===== config.mk =====
export PLATFORM = sky130hd
export DESIGN_NAME = dmem_ctrl
export DESIGN_NICKNAME = d
export VERILOG_FILES = /design/src/rtl/dmem_ctrl.sv
export SDC_FILE = /design/constraint.sdc
export NUM_CORES = 1
export LEC_CHECK = 0
export ABC_AREA = 1
export CORE_MARGIN = 2
export CORE_UTILIZATION = 52
export CTS_CLUSTER_SIZE = 20
export DETAILED_ROUTE_END_ITERATION = 8
export GPL_TIMING_DRIVEN = 0
export HOLD_SLACK_MARGIN = 0.06
export PLACE_DENSITY_LB_ADDON = 0.12
export SYNTH_ARGS = -nofsm -noshare
export SYNTH_HDL_FRONTEND = slang
export SYNTH_SLANG_ARGS = --single-unit

===== constraint.sdc =====
create_clock -name clk -period 4.37 [get_ports clk]
set_clock_uncertainty 0.15 [all_clocks]
set_input_delay 0.874 -clock clk [delete_from_list [all_inputs] [get_ports clk]]
set_output_delay 0.874 -clock clk [all_outputs]
set_load 0.02 [all_outputs]

===== src/rtl/dmem_ctrl.sv =====
// dmem_ctrl: data-memory controller for the M stage of the pipeline.
// Holds a one-entry write buffer so stores retire without stalling,
// forwards buffered data to a matching load, and fetches load misses
// from a single-outstanding backing-memory bus.
//
// Ports
//   clk, reset              rising-edge clock, synchronous active-high reset
//   MemWriteM, MemReadM     M-stage store / load request
//   ALUOutM                 byte address (word access, low two bits ignored)
//   WriteDataM              store data
//   ReadDataM               load data to writeback (combinational)
//   MemStallM               hold request to the hazard unit (combinational)
//   AlignErrM               misaligned-access flag (combinational)
//   bus_req/we/addr/wdata   registered backing-memory request
//   bus_ack, bus_rdata      backing-memory completion and read data
module dmem_ctrl (
    input  logic        clk,
    input  logic        reset,
    input  logic        MemWriteM,
    input  logic        MemReadM,
    input  logic [31:0] ALUOutM,
    input  logic [31:0] WriteDataM,
    output logic [31:0] ReadDataM,
    output logic        MemStallM,
    output logic        AlignErrM,
    output logic        bus_req,
    output logic        bus_we,
    output logic [31:0] bus_addr,
    output logic [31:0] bus_wdata,
    input  logic        bus_ack,
    input  logic [31:0] bus_rdata
);

    localparam int unsigned XLEN    = 32;
    localparam int unsigned WADDR_W = 30;

    typedef enum logic [1:0] {
        IDLE  = 2'd0,
        DRAIN = 2'd1,
        RBUSY = 2'd2,
        RDONE = 2'd3
    } state_t;

    state_t              state;
    logic                wb_valid;
    logic [WADDR_W-1:0]  wb_addr;
    logic [XLEN-1:0]     wb_data;
    logic [XLEN-1:0]     rdata_q;

    logic [WADDR_W-1:0]  word_addr;
    logic                is_store;
    logic                is_load;
    logic                load_hit;
    logic                acked;
    logic                capture;

    // A simultaneous read+write request is a store only.
    assign word_addr = ALUOutM[31:2];
    assign is_store  = MemWriteM;
    assign is_load   = MemReadM & ~MemWriteM;
    assign load_hit  = is_load & wb_valid & (wb_addr == word_addr);
    assign acked     = bus_req & bus_ack;
    assign capture   = is_store & ~MemStallM;

    assign AlignErrM = (MemReadM | MemWriteM) & (ALUOutM[1:0] != 2'b00);

    // Stall: store waits for a free buffer; load waits unless it hits or is being presented.
    always_comb begin
        MemStallM = 1'b0;
        if (!reset) begin
            if (is_store) begin
                MemStallM = wb_valid | (state == RBUSY);
            end else if (is_load) begin
                MemStallM = !load_hit && (state != RDONE);
            end
        end
    end

    // Load data: forwarded buffer entry, else fetched word while presented, else zero.
    always_comb begin
        ReadDataM = '0;
        if (load_hit) begin
            ReadDataM = wb_data;
        end else if (state == RDONE) begin
            ReadDataM = rdata_q;
        end
    end

    // Controller FSM, write buffer and registered bus outputs.
    always_ff @(posedge clk) begin
        if (reset) begin
            state     <= IDLE;
            wb_valid  <= 1'b0;
            wb_addr   <= '0;
            wb_data   <= '0;
            rdata_q   <= '0;
            bus_req   <= 1'b0;
            bus_we    <= 1'b0;
            bus_addr  <= '0;
            bus_wdata <= '0;
        end else begin
            if (capture) begin
                wb_valid <= 1'b1;
                wb_addr  <= word_addr;
                wb_data  <= WriteDataM;
            end
            case (state)
                IDLE: begin
                    // Draining first keeps store-before-load ordering on a miss.
                    if (wb_valid && !load_hit) begin
                        state     <= DRAIN;
                        bus_req   <= 1'b1;
                        bus_we    <= 1'b1;
                        bus_addr  <= {wb_addr, 2'b00};
                        bus_wdata <= wb_data;
                    end else if (is_load && !load_hit) begin
                        state    <= RBUSY;
                        bus_req  <= 1'b1;
                        bus_we   <= 1'b0;
                        bus_addr <= {word_addr, 2'b00};
                    end
                end
                DRAIN: begin
                    if (acked) begin
                        state    <= IDLE;
                        bus_req  <= 1'b0;
                        bus_we   <= 1'b0;
                        wb_valid <= 1'b0;
                    end
                end
                RBUSY: begin
                    if (acked) begin
                        state   <= RDONE;
                        bus_req <= 1'b0;
                        rdata_q <= bus_rdata;
                    end
                end
                RDONE: begin
                    state <= IDLE;
                end
                default: begin
                    state <= IDLE;
                end
            endcase
        end
    end

endmodule


==> summary.txt, run 1 <==
Cells and area
  – P&R area growth vs syn: 38.66%
  – Finished Cell Area: 0.01013 mm2
  – Fraction of layout cells with a size suffix above 1: 5.660%
  – Filler cells: 1137
  – NumNets Final: 1366
  – Register area: 0.003223 mm2
  – Area occupied by multi-input gates: 0.003050 mm2
  – N_diodes: 0
  – Cell Count, Final, Fillers Out: 1452

Clock network
  – Root Buffer: clkbuf_16
  – CTS tree: built
  – Clock buffer depth: 2
  – Clk_lat worst skew: 0.42 ns
  – Sink Count: 161
  – CTS buffer count: 17
  – Max H-tree Level: 4
  – Post-CTS Hold Buffers: 0
  – Clock slew at reported path FFs: 0.06 ns

Detailed routing
  – DR iter-0 viols: 536
  – Routed length on met2: 10.55 mm
  – Vias per cell: 5.178
  – Vias: 7519
  – DRC errors left: 1
  – Routed met3 length: 1.532 mm
  – DRT antenna net count: 0
  – Met1 WL: 8.926 mm
  – DRT Pass-1 Iters: 9
  – Routed Wire Length: 21.49 mm
  – Max Used Layer: met4
  – WL per Instance: 14.80 um

Worst hold path
  – Hold depth: 2
  – Hold endpoint: bus_wdata[24]
  – HP Class: flop to flop
  – Hold Path Origin: bus_wdata[24]

Global routing
  – Overflow after GRT: 0
  – Total global-route track usage: 28.52%
  – Vias in the first global route: 6865
  – First-pass GRT wire length: 33.29 mm
  – Initial antenna violation count: 0
  – Largest net degree at the start of global routing: 17

Yosys
  – Synth Register Bits: 161
  – Seq/Total Area, Yosys: 44.12%
  – EDFF count, synth: 0
  – Asr flop ratio synth: 0%
  – Cells after Synth: 1043
  – Cell Area, Synth: 0.007305 mm2
  – Netlist cell types: 32
  – Synth warnings: 0
  – Mean Syn Cell Area: 7.003 um2
  – Prevailing post-synth register cell: dfxtp_1

Die
  – # rows: 43
  – Initial core utilization: 52.83%
  – Die ar.: 0.01501 mm2
  – Core Region: 0.01383 mm2
  – DIE HEIGHT: 122.5 um
  – IO Count: 201
  – Die W: 122.5 um

Setup path
  – Slowest stage delay, CP: 0.69 ns
  – Crit start category: input pin
  – Cell Chain, Critical Path: clkdlybuf4s50_1 > inv_2 > nand2_1 > nor2_1 > nand2_1 > nor2_1 > nand2_1 > nor2_2 > nand2_4 > buf_6 > nand3_1 > a21boi_0 > clkdlybuf4s50_1
  – R2r endpoint: wb_data[21]
  – Worst Path Max Fanout: 10
  – Slowest-stage cell, CP: clkdlybuf4s50_1
  – Type of the worst setup path: input pin to output pin
  – R2R cell count: 11
  – CP arrival: 3.21 ns
  – CP top delay family: buffers and inverters
  – CP endpoint kind: output pin
  – Critical Path RT: 3.35 ns
  – R2R Setup Slk: 1.77 ns
  – CP bufs+invs: 4
  – Reg2Reg Launch Point: state[0]
  – CP dominant cell by count: nand2_1

Pwr
  – Worst ir drop on vdd: 0.0002715 V
  – Power density of the placed cells: 488.4 mW/mm2
  – Pleak: 4.706 nW

Timing
  – Fin Hold WS: 0.2923 ns
  – Slew @ Worst Pin: 0.6233 ns
  – TNS Setup: 0 ns
  – Final period util: 97.00%
  – Pins Over Slew Limit: 0
  – Final worst setup slack: 0.1313 ns
  – Post-layout minimum cycle time: 4.239 ns
  – Final setup violation count: 0
  – Hold Fails Final Rpt: 0
  – Max-slew headroom: 58.45%
  – Fmax: 235.9 MHz
  – RSZ-0062 raised after global routing: false

Run status
  – Outcome: complete, but fails checks
  – Failing checks: design-rule violations

Placement
  – DP Area: 0.009505 mm2
  – GP Congestion: 0.8793
  – Dpl cells: 1421
  – Pre-CTS WS: -0.09762 ns
  – PortBufs: 197
  – HPWL Detailed: 15.69 mm

Job
  – Max Cap Viol: 0
-- worst register-to-register path, cell delays in order (launching register included) --
cell,delay (ns)
dfxtp_1,0.39
inv_1,0.10
ha_1,0.19
buf_2,0.18
nor2_1,0.10
a21oi_1,0.11
nor2_4,0.29
inv_2,0.17
buf_2,0.24
clkbuf_1,0.26
o21ai_0,0.27
inv_1,0.07
-- worst max-delay path by stage --
stage | to | slack [ns] | cells past startpoint | from
final | MemStallM | 0.13 | 13 | MemWriteM
after global routing | ReadDataM[9] | 0.0005 | 13 | MemWriteM
after CTS | ReadDataM[30] | 0.02 | 12 | MemWriteM
after detailed placement | ReadDataM[5] | -0.1 | 13 | MemWriteM
after global placement | ReadDataM[0] | -0.08 | 13 | MemWriteM
after floorplan | ReadDataM[0] | 1.03 | 11 | MemWriteM
-- power breakdown --
part	total (mW)	switching, mW	internal (mW)
logic	1.57	0.922	0.645
registers	1.85	0.131	1.72
clock network	1.53	0.594	0.938
-- per-stage QoR --
stage               total power, mW  util, %
detailed placement            3.429    68.74
CTS                           4.956    72.95
floorplan                     2.783        -
global route                  5.205    73.25
global placement              3.407    68.74
finish                        4.947    73.25
-- layer usage --
metal	up-vias	track usage (%)
li1	3750	-
met1	3422	34.86
met2	307	49.76
met3	40	5.344
met4	0	10.70
met5	-	0
-- placed cells by master, fill, tap and decap left out, types with 4 or more instances in the layout --
master           instances
nor2_1                  73
nand2_1                125
buf_2                   13
dlymetal6s2s_1          16
xnor2_1                 16
o21ai_1                 20
a21oi_1                131
buf_6                    4
ha_1                     5
clkbuf_16               17
clkinv_2                 5
inv_2                    4
buf_1                   13
nand3_1                 70
clkbuf_2                 5
clkdlybuf4s50_1        165
buf_4                    6
inv_1                  180
o21ai_0                168
dfxtp_1                161
dlygate4sd2_1           16
clkbuf_1                31
-- final cells by class --
cell class / instances / area share (%)
Multi-Input combinational cell: 627 / 30.12
Inverter: 185 / 6.856
Clock buffer: 21 / 4.645
Clock inverter: 10 / 1.297
Timing Repair Buffer: 197 / 19.67
Sequential cell: 161 / 31.82
Tap cell: 180 / 2.224
Buffer: 71 / 3.372
-- logic make-up after synthesis --
kind of cell	after synthesis	synth area share (%)
compound gates	326	22.64
simple gates	277	16.12
buf+inv	256	14.17
flops	161	44.12
xor+xnor	17	2.038
fa+ha+maj	5	0.8565
other cells	1	0.05134
-- flip-flops by register name (all words and copies together), names as in the netlist --
name,count
bus_wdata,32
rdata_q,32
wb_data,32
bus_addr,30
wb_addr,30
state,2
bus_req,1
bus_we,1
wb_valid,1
-- synth_stat cells (2+ instances only) --
library cell	n	share of area, %
buf_1	13	0.67
clkbuf_1	31	1.6
a21oi_1	131	9.0
nand2_1	125	6.4
buf_2	13	0.89
nand3_1	70	4.8
buf_6	4	0.62
dfxtp_1	161	44
buf_4	6	0.62
nor2_1	73	3.8
clkbuf_2	4	0.27
a21oi_2	2	0.24
nand2_4	2	0.31
ha_1	5	0.86
o21ai_1	17	1.2
nor2_2	3	0.26
inv_1	180	9.2
xnor2_1	16	1.9
inv_2	4	0.21
o21ai_0	171	12
-- timing repair --
action                                  in CTS  in global routing
resized for setup                           17                 20
endpoints found under the setup margin      17                 18
setup buffers                                0                  0
Note: power is estimated with default switching activity, not from simulation.
==> run 2, diff against run 1 <==
--- a/config.mk
+++ b/config.mk
@@ -6,6 +6,7 @@
 export NUM_CORES = 1
 export LEC_CHECK = 0
 export ABC_AREA = 1
+export CORE_ASPECT_RATIO = 1.4
 export CORE_MARGIN = 2
 export CORE_UTILIZATION = 52
 export CTS_CLUSTER_SIZE = 20
==> run 2 against run 1 <==
Net effect: the run now ends clean; combinational power about the same; global-route usage grew 0.48 points; wire length up 0.77%; clock power about the same; core utilization is essentially flat; cell count increased by 0.41%; critical endpoint is now ReadDataM[6]; largest cell class unchanged.
==> summary.txt, run 2 (same netlist as run 1, synthesis figures left out) <==
Timing
  – Final period util: 96.07% (-0.92 points)
  – Pins Over Slew Limit: 0 (unchanged)
  – Final setup violation count: 0 (unchanged)
  – Fmax: 238.2 MHz (+0.96%)
  – RSZ-0062 raised after global routing: false
  – Slew @ Worst Pin: 0.7011 ns (+0.07779 ns)
  – Final worst setup slack: 0.1717 ns (+0.04041 ns)
  – Hold Fails Final Rpt: 0 (unchanged)
  – Post-layout minimum cycle time: 4.198 ns (-0.04041 ns)
  – Max-slew headroom: 53.26% (-5.2 points)
  – TNS Setup: 0 ns (unchanged)

Die
  – Core Region: 0.01385 mm2 (+0.14%)
  – Die ar.: 0.01503 mm2 (about the same)
  – Die W: 104.2 um (-15%)
  – Initial core utilization: 52.75% (-0.076 points)
  – IO Count: 201 (unchanged)
  – DIE HEIGHT: 144.2 um (+18%)
  – # rows: 51 (+19%)

Detailed routing
  – Vias: 7422 (-1.3%)
  – DRT antenna net count: 0 (unchanged)
  – WL per Instance: 14.86 um (+0.36%)
  – DRT Pass-1 Iters: 5 (-4)
  – Routed Wire Length: 21.66 mm (+0.77%)
  – DR iter-0 viols: 293 (-45%)
  – Vias per cell: 5.091 (-1.7%)
  – DRC errors left: 0 (-1)

Cells and area
  – Most frequent cells in the layout: 180 x inv_1, 165 x o21ai_0, 165 x clkdlybuf4s50_1
  – NumNets Final: 1366 (unchanged)
  – Most common cell after layout, fill and taps aside: inv_1
  – Final core utilization: 73.27% (about the same)
  – Finished Cell Area: 0.01015 mm2 (+0.17%)
  – P&R area growth vs syn: 38.90%
  – Cell Count, Final, Fillers Out: 1458 (+0.41%)
  – Top flop regs: bus_wdata: 32 flops, rdata_q: 32 flops, wb_data: 32 flops
  – Fraction of layout cells with a size suffix above 1: 5.734% (+0.074 points)
  – N_diodes: 0 (unchanged)

Clock network
  – Root Buffer: clkbuf_16
  – Clk_lat worst skew: 0.43 ns (about the same)
  – CTS buffer count: 17 (unchanged)
  – Max H-tree Level: 4 (unchanged)
  – Post-CTS Hold Buffers: 0 (unchanged)
  – Clock buffer depth: 2 (unchanged)
  – Cts repair resizes: 16 (-1)
  – Post-CTS Repair Setup Buffers: 0 (unchanged)
  – CTS tree: built
  – Clock slew at reported path FFs: 0.06 ns (about the same)
  – Sink Count: 161 (unchanged)

Global routing
  – Initial antenna violation count: 0 (unchanged)
  – Overflow after GRT: 0 (unchanged)
  – Largest net degree at the start of global routing: 17 (unchanged)
  – Total global-route track usage: 29.00% (+0.48 points)
  – First-pass GRT wire length: 34.50 mm (+3.7%)
  – Vias in the first global route: 7116 (+3.7%)

Setup path
  – R2R Setup Slk: 1.78 ns (about the same)
  – R2R cell count: 11 (unchanged)
  – CP startpoint: MemWriteM
  – CP arrival: 3.17 ns (-0.04 ns)
  – Type of the worst setup path: input pin to output pin
  – R2r endpoint: wb_data[20]
  – CP endpoint kind: output pin
  – Critical Path RT: 3.35 ns (about the same)
  – Worst Path Max Fanout: 10 (unchanged)
  – Reg2Reg Launch Point: state[0]
  – CP endpoint: ReadDataM[6]
  – Crit start category: input pin

Placement
  – GP Congestion: 0.8560 (-2.6%)
  – HPWL Detailed: 16.27 mm (+3.6%)
  – Pre-CTS WS: -0.1079 ns (-0.01023 ns)
  – PortBufs: 197 (unchanged)
  – Dpl cells: 1426 (+0.35%)
  – DP Area: 0.009512 mm2 (about the same)

Worst hold path
  – HP Class: flop to flop

Pwr
  – Power density of the placed cells: 486.3 mW/mm2 (-0.44%)
  – Worst ir drop on vdd: 0.0003627 V (+34%)
  – Pleak: 4.712 nW (+0.13%)

Job
  – Max Cap Viol: 0 (unchanged)

Run status
  – Outcome: complete, no violations
run 2: cell count changes in the layout (fill, tap and decap cells not counted), sizes merged, moves of 2 or more:
cell / previous run / this run
clkinv: 6 / 4
dlymetal6s2s: 16 / 18
dlygate4sd2: 16 / 12
clkdlybuf4s15: 0 / 2
inv: 185 / 188
clkinvlp: 1 / 3
run 2: cell type report:
class / instances / area (um2)
inverter: 185 / 694.4
sequential: 161 / 3223
clock buffer: 20 / 456.7
tap: 185 / 231.5
buffer: 71 / 341.6
multi-input combinational: 627 / 3050
clock inverter: 12 / 146.4
timing repair buffer: 197 / 2002
fill: 1157 / 3701
run 2: power by group:
part	total [mW]	switching, mW	internal, mW
combinational	1.57	0.925	0.645
clock	1.52	0.632	0.883
sequential	1.85	0.132	1.72
run 2: worst max-delay path: stages:
cell and delay, ns:
clkdlybuf4s50_1 0.49, inv_2 0.12, nand2_1 0.07, nor2_1 0.11, nand2_1 0.06, nor2_1 0.11
nand2_1 0.07, nor2_2 0.17, nand2_4 0.12, buf_6 0.16, clkbuf_1 0.22, o21ai_0 0.26
clkdlybuf4s15_1 0.33
run 2: worst min-delay path by stage:
stage	from	to	depth (start not counted)	slack, ns
global route	bus_wdata[17]	bus_wdata[17]	2	0.31
floorplan	rdata_q[0]	rdata_q[0]	2	0.29
finish	bus_wdata[17]	bus_wdata[17]	2	0.29
global placement	bus_wdata[8]	bus_wdata[8]	2	0.28
detailed placement	bus_wdata[20]	bus_wdata[20]	2	0.29
CTS	bus_wdata[20]	bus_wdata[20]	2	0.30
run 2: stage by stage:
stage | total power, mW | hold WS (ns)
detailed placement | 3.433 | 0.2853
CTS | 4.943 | 0.2954
global placement | 3.407 | 0.2816
floorplan | 2.783 | 0.2917
finish | 4.934 | 0.2945
global route | 5.208 | 0.3134
run 2: metal layers:
| layer | vias up | routed length [um] | GRT usage [%] | share of wire, % |
|---|---|---|---|---|
| li1 | 3745 | - | - | - |
| met4 | 0 | 879 | 13.51 | 4.1 |
| met3 | 57 | 1143 | 5.994 | 5.3 |
| met5 | - | 0 | 0 | 0 |
| met1 | 3382 | 8363 | 30.99 | 39 |
| met2 | 238 | 11270 | 54.74 | 52 |
